==> config.mk <==
export PLATFORM = sky130hd
export DESIGN_NAME = hitmux_sel_sequencer
export DESIGN_NICKNAME = d
export VERILOG_FILES = /design/src/rtl/hitmux_sel_sequencer.sv
export SDC_FILE = /design/constraint.sdc
export NUM_CORES = 1
export LEC_CHECK = 0
export ABC_AREA = 1
export CORE_MARGIN = 1
export CORE_UTILIZATION = 37
export CTS_CLUSTER_SIZE = 16
export DETAILED_ROUTE_END_ITERATION = 10
export GPL_TIMING_DRIVEN = 0
export PLACE_DENSITY = 0.87
export SYNTH_ARGS = -nofsm -noshare
export SYNTH_HDL_FRONTEND = slang
export SYNTH_SLANG_ARGS = --single-unit
==> constraint.sdc <==
create_clock -name clk -period 1.4 [get_ports clk]
set_input_delay 0.28 -clock clk [delete_from_list [all_inputs] [get_ports clk]]
set_output_delay 0.28 -clock clk [all_outputs]
set_load 0.02 [all_outputs]
==> src/rtl/hitmux_sel_sequencer.sv <==
// Purpose: pops combination records and steps the hitmux select so each 5/5 record yields five 4/5 words.
// Latency: one edge from pop (fifo_rd) to the first valid word; 4/5 and ee records stream one per cycle.
// Backpressure: out_hold freezes popping and sel stepping; sequencing resumes at the next sel on release.
module hitmux_sel_sequencer #(
  parameter int CW   = 111,
  parameter int ZW   = 12,
  parameter int CNTW = 16
) (
  input  logic            clk,
  input  logic            reset,
  input  logic            fifo_empty,
  output logic            fifo_rd,
  input  logic [CW-1:0]   fifo_comb,
  input  logic [ZW-1:0]   fifo_zeta,
  input  logic            fifo_last,
  input  logic            fifo_ee,
  input  logic            fifo_xftlast,
  input  logic            fifo_is45,
  input  logic            out_hold,
  output logic [CW-1:0]   comb_out,
  output logic [ZW-1:0]   zeta_out,
  output logic            last_out,
  output logic            ee_out,
  output logic            xftlast_out,
  output logic            is45_out,
  output logic [2:0]      sel,
  output logic            out_valid,
  output logic [CNTW-1:0] subcomb_cnt
);

  // Words still to emit for the record currently held on the outputs.
  logic [2:0] remain;
  logic       rec_last;
  logic       load;
  logic       emit;

  assign load    = (remain == 3'd0) && !fifo_empty && !out_hold;
  assign emit    = (remain != 3'd0) && !out_hold;
  assign fifo_rd = load && !reset;

  // The last flag belongs only to the final word of a record: sel 5 (4/5 or last variant) or sel 0 (ee).
  assign last_out = rec_last & ((sel == 3'b101) | (sel == 3'b000));

  // Record capture, select stepping and the emitted-word counter.
  always_ff @(posedge clk) begin
    if (reset) begin
      comb_out    <= '0;
      zeta_out    <= '0;
      rec_last    <= 1'b0;
      ee_out      <= 1'b0;
      xftlast_out <= 1'b0;
      is45_out    <= 1'b0;
      sel         <= 3'b000;
      remain      <= 3'd0;
      out_valid   <= 1'b0;
      subcomb_cnt <= '0;
    end else if (load) begin
      comb_out    <= fifo_comb;
      zeta_out    <= fifo_zeta;
      rec_last    <= fifo_last;
      ee_out      <= fifo_ee;
      xftlast_out <= fifo_xftlast;
      is45_out    <= fifo_is45;
      out_valid   <= 1'b1;
      subcomb_cnt <= subcomb_cnt + 1'b1;
      // An end-event word outranks the 5/5 flag: it is always a single sel-0 word.
      if (fifo_ee) begin
        sel    <= 3'b000;
        remain <= 3'd0;
      end else if (fifo_is45) begin
        sel    <= 3'b001;
        remain <= 3'd4;
      end else begin
        sel    <= 3'b101;
        remain <= 3'd0;
      end
    end else if (emit) begin
      sel         <= sel + 3'd1;
      remain      <= remain - 3'd1;
      out_valid   <= 1'b1;
      subcomb_cnt <= subcomb_cnt + 1'b1;
    end else begin
      out_valid <= 1'b0;
    end
  end

endmodule

==> run_results.csv <==
group,metric,value,unit
worst_hold_path,min_from,"reset",
worst_setup_path,cp-start-kind,"flip-flop",
run_status,status,"finished, violations left",
detailed_routing,dr_total_vias,6117,
timing,setup_viol,148,
global_routing,grt_pass1_vias,5727,
timing,rsz0062_at_grt,"yes",
yosys,synth_edf_count,0,
timing,fin_crit_sh,1.34,
timing,fin_ws,-476,ps
yosys,syn_nets,876,
yosys,ys_ff_latch,150,
yosys,ys_types,30,
clock_tree,path_clk_slew,60,ps
yosys,yosys-top-cells-area,"dfxtp_1, nor2_1, o21ai_0",
global_routing,grt.overflow.total,0,
worst_setup_path,worstSetupPathType,"flip-flop to primary output",
clock_tree,cts_tree,"built",
worst_setup_path,reg2reg_slack,-300,ps
clock_tree,clock_sinks,150,
yosys,synthArstFlopShare,0,
pwr,switching_share,0.308,
place,gp_congestion,0.863,
worst_setup_path,setup.worst_path.end_class,"primary output",
global_routing,grt_pass1_wl,28800,µm
yosys,syn_inst,739,
layout,final_util,0.669,
yosys,synthXorXnorAreaFrac,0.00151,
timing,slew_violations,0,
floorplan,rows,45,
floorplan,core,15300,µm²
pwr,power_frac_seq,0.361,
layout,num-fill-cells,1130,
worst_setup_path,regToRegStartpoint,"remain[0]",
worst_hold_path,min_path_cells,2,
yosys,synth-compound-area-share,0.136,
layout,layout.nets,1200,
global_routing,grt_max_degree,17,
pwr,cellLeakagePower,4.52,nW
clock_tree,clk_latency,420,ps
detailed_routing,drc,0,
detailed_routing,wl,19800,µm
yosys,synth_fa_ha_area_frac,0.0129,
yosys,synth_area_per_cell,7.86,µm²
timing,timing.fmax,533,MHz
yosys,yosysWarnings,0,
pwr,power_frac_clock,0.337,
run_status,violations,"negative setup slack",
worst_hold_path,hold_end,"remain[1]",
layout,num_antenna_cells,0,
pwr,power_density,1420,nW/µm²
yosys,yosysSeqAreaShare,0.517,
yosys,synth_ff_type,"dfxtp_1",
floorplan,start_util,0.381,
timing,period_minus_slack,1880,ps
place,io_buffers,277,
run,maxCapViolations,0,
yosys,yosysTopAreaCellShare,0.517,
detailed_routing,wire_per_inst,15.4,µm
pwr,share_comb_of_total_power,0.303,
yosys,yosys.area.top_type,"dfxtp_1",
floorplan,ios,279,
pwr,intPower,10.0,mW
floorplan,fp.dieW,127,µm
timing,worst_pin_slew,651,ps
worst_setup_path,reg2reg_to,"zeta_out[7]",
floorplan,die_area,16200,µm²
timing,clock_skew,12.2,ps
clock_tree,numCtsBuffers,17,
worst_hold_path,hold_class,"input port to flip-flop",
yosys,synth_mux_area_frac,0,
global_routing,antenna_found_initial,0,
clock_tree,cts_buffer_depth,2,
yosys,synthSimpleGateAreaFrac,0.247,
worst_setup_path,required,1120,ps
layout,syn_to_final_growth,75.6,%
layout,drive_above_1_share,0.282,
detailed_routing,drt_iter0_markers,309,
pwr,ir_drop,812,µV
clock_tree,cts_max_level,4,
place,place_hpwl,13100,µm
yosys,synth_top_family_by_area,"simple AND/OR/NAND/NOR gates",
clock_tree,ctsRootBufferMaster,"clkbuf_16",
detailed_routing,vias_per_cell,4.75,
worst_setup_path,crit_fanout,3,
timing,slew_headroom,0.566,
global_routing,grt_usage,0.228,
worst_setup_path,ff2ff_path_depth,11,
detailed_routing,dr.pass1.iters,5,
detailed_routing,ant_nets,0,
yosys,syn_area,5810,µm²
timing,final_hold_viol_count,0,
floorplan,die_height,127,µm
pwr,power.net_switching,4.47,mW
worst_setup_path,worstPathArrival,1600,ps
place,dp_slack,-1060,ps
clock_tree,postCtsHoldBufs,0,
registers in the layout (all words and copies together), names as in the netlist, 3 cells and up:
name / flops
comb_out: 111
subcomb_cnt: 16
zeta_out: 12
remain: 3
sel: 3
area by class of cell:
| cell class | count | area [µm²] | share of cell area |
|---|---|---|---|
| tap | 211 | 264 | 0.0259 |
| timing repair buffer | 305 | 2910 | 0.286 |
| multi-input combinational | 513 | 2740 | 0.269 |
| clock inverter | 7 | 143 | 0.0140 |
| sequential | 150 | 3030 | 0.297 |
| inverter | 30 | 121 | 0.0119 |
| buffer | 46 | 508 | 0.0498 |
| clock buffer | 25 | 485 | 0.0476 |
metrics by stage:
stage                     instances  power [mW]  cell area (µm²)  setup TNS, ps  hold WS [ps]
after floorplan                 739        7.21             5830          -48.8           412
after global placement         1227        9.00             8870         -42440           421
after detailed placement       1227        9.07             8870         -44130           428
after CTS                      1272        13.9             9730         -20370           205
after global routing           1287        15.1            10200         -33770           215
final                          1287        14.5            10200         -23270           225
cell families (layout without fill, tap and decap cells):
group | after synthesis | after routing
AOI/OAI and AO/OA | 155 | 155
and+or+nand+nor | 351 | 351
xor gates and xnor gates | 1 | 1
DFF | 150 | 150
adders and majority gates | 6 | 6
buffers and inverters | 76 | 413
layer usage:
layer	vias up	part of all wire	track usage
met4	0	0.023	0.0777
li1	3022	-	-
met5	-	0	0
met3	36	0.075	0.0796
met1	2818	0.40	0.263
met2	241	0.50	0.391
critical path, stage by stage (launching register included):
cell,delay (ps)
dfxtp_2,330
inv_2,70
ha_4,130
nand2_4,60
nor2_8,110
inv_4,50
buf_12,120
buf_8,110
nor2_4,70
buf_6,120
worst max path at each step:
stage	start	endpoint	slack, ps	cells after the start
final	remain[0]	fifo_rd	-480	9
after global routing	remain[0]	fifo_rd	-550	9
after CTS	remain[0]	fifo_rd	-510	9
after detailed placement	out_hold	fifo_rd	-1060	9
after global placement	out_hold	fifo_rd	-1060	9
after floorplan	remain[1]	fifo_rd	-50	8
layout by cell type, fill, tap and decap left out, types with 20 or more instances in the layout:
cell type	Yosys	routed
nor2_1	283	214
dfxtp_1	150	136
clkdlybuf4s50_1	0	129
o21ai_1	23	64
nor2_2	0	56
clkdlybuf4s15_1	0	52
nand2_1	41	41
o21ai_2	2	40
clkbuf_2	0	40
dlygate4sd2_1	0	38
o21ai_0	112	33
buf_4	6	23
clkbuf_16	0	22
inv_1	25	20
cells in the mapped netlist, types with 4 or more instances:
library cell,n
o21ai_1,23
nor2_1,283
o21ai_0,112
nand3_1,8
a21oi_1,14
clkbuf_1,7
buf_4,6
inv_2,4
buf_6,18
dfxtp_1,150
nand4_1,6
buf_2,11
ha_1,6
inv_1,25
nand2_4,4
nand2_1,41
power groups by stage:
stage                     combinational (mW)  clock, mW  sequential, mW
after CTS                               3.85       4.93            5.15
after detailed placement                3.83          0            5.24
final                                   4.39       4.88            5.23
after global placement                  3.77          0            5.22
after global routing                    4.68       5.15            5.29
after floorplan                         1.33          0            5.87
repair_timing:
item                       in CTS  in global routing
resized for setup             275                315
setup endpoints to repair     171                244
gates cloned                    3                  5
pin swaps                       8                  9
buffers inserted               10                 10
Note: power is estimated with default switching activity, not from simulation.
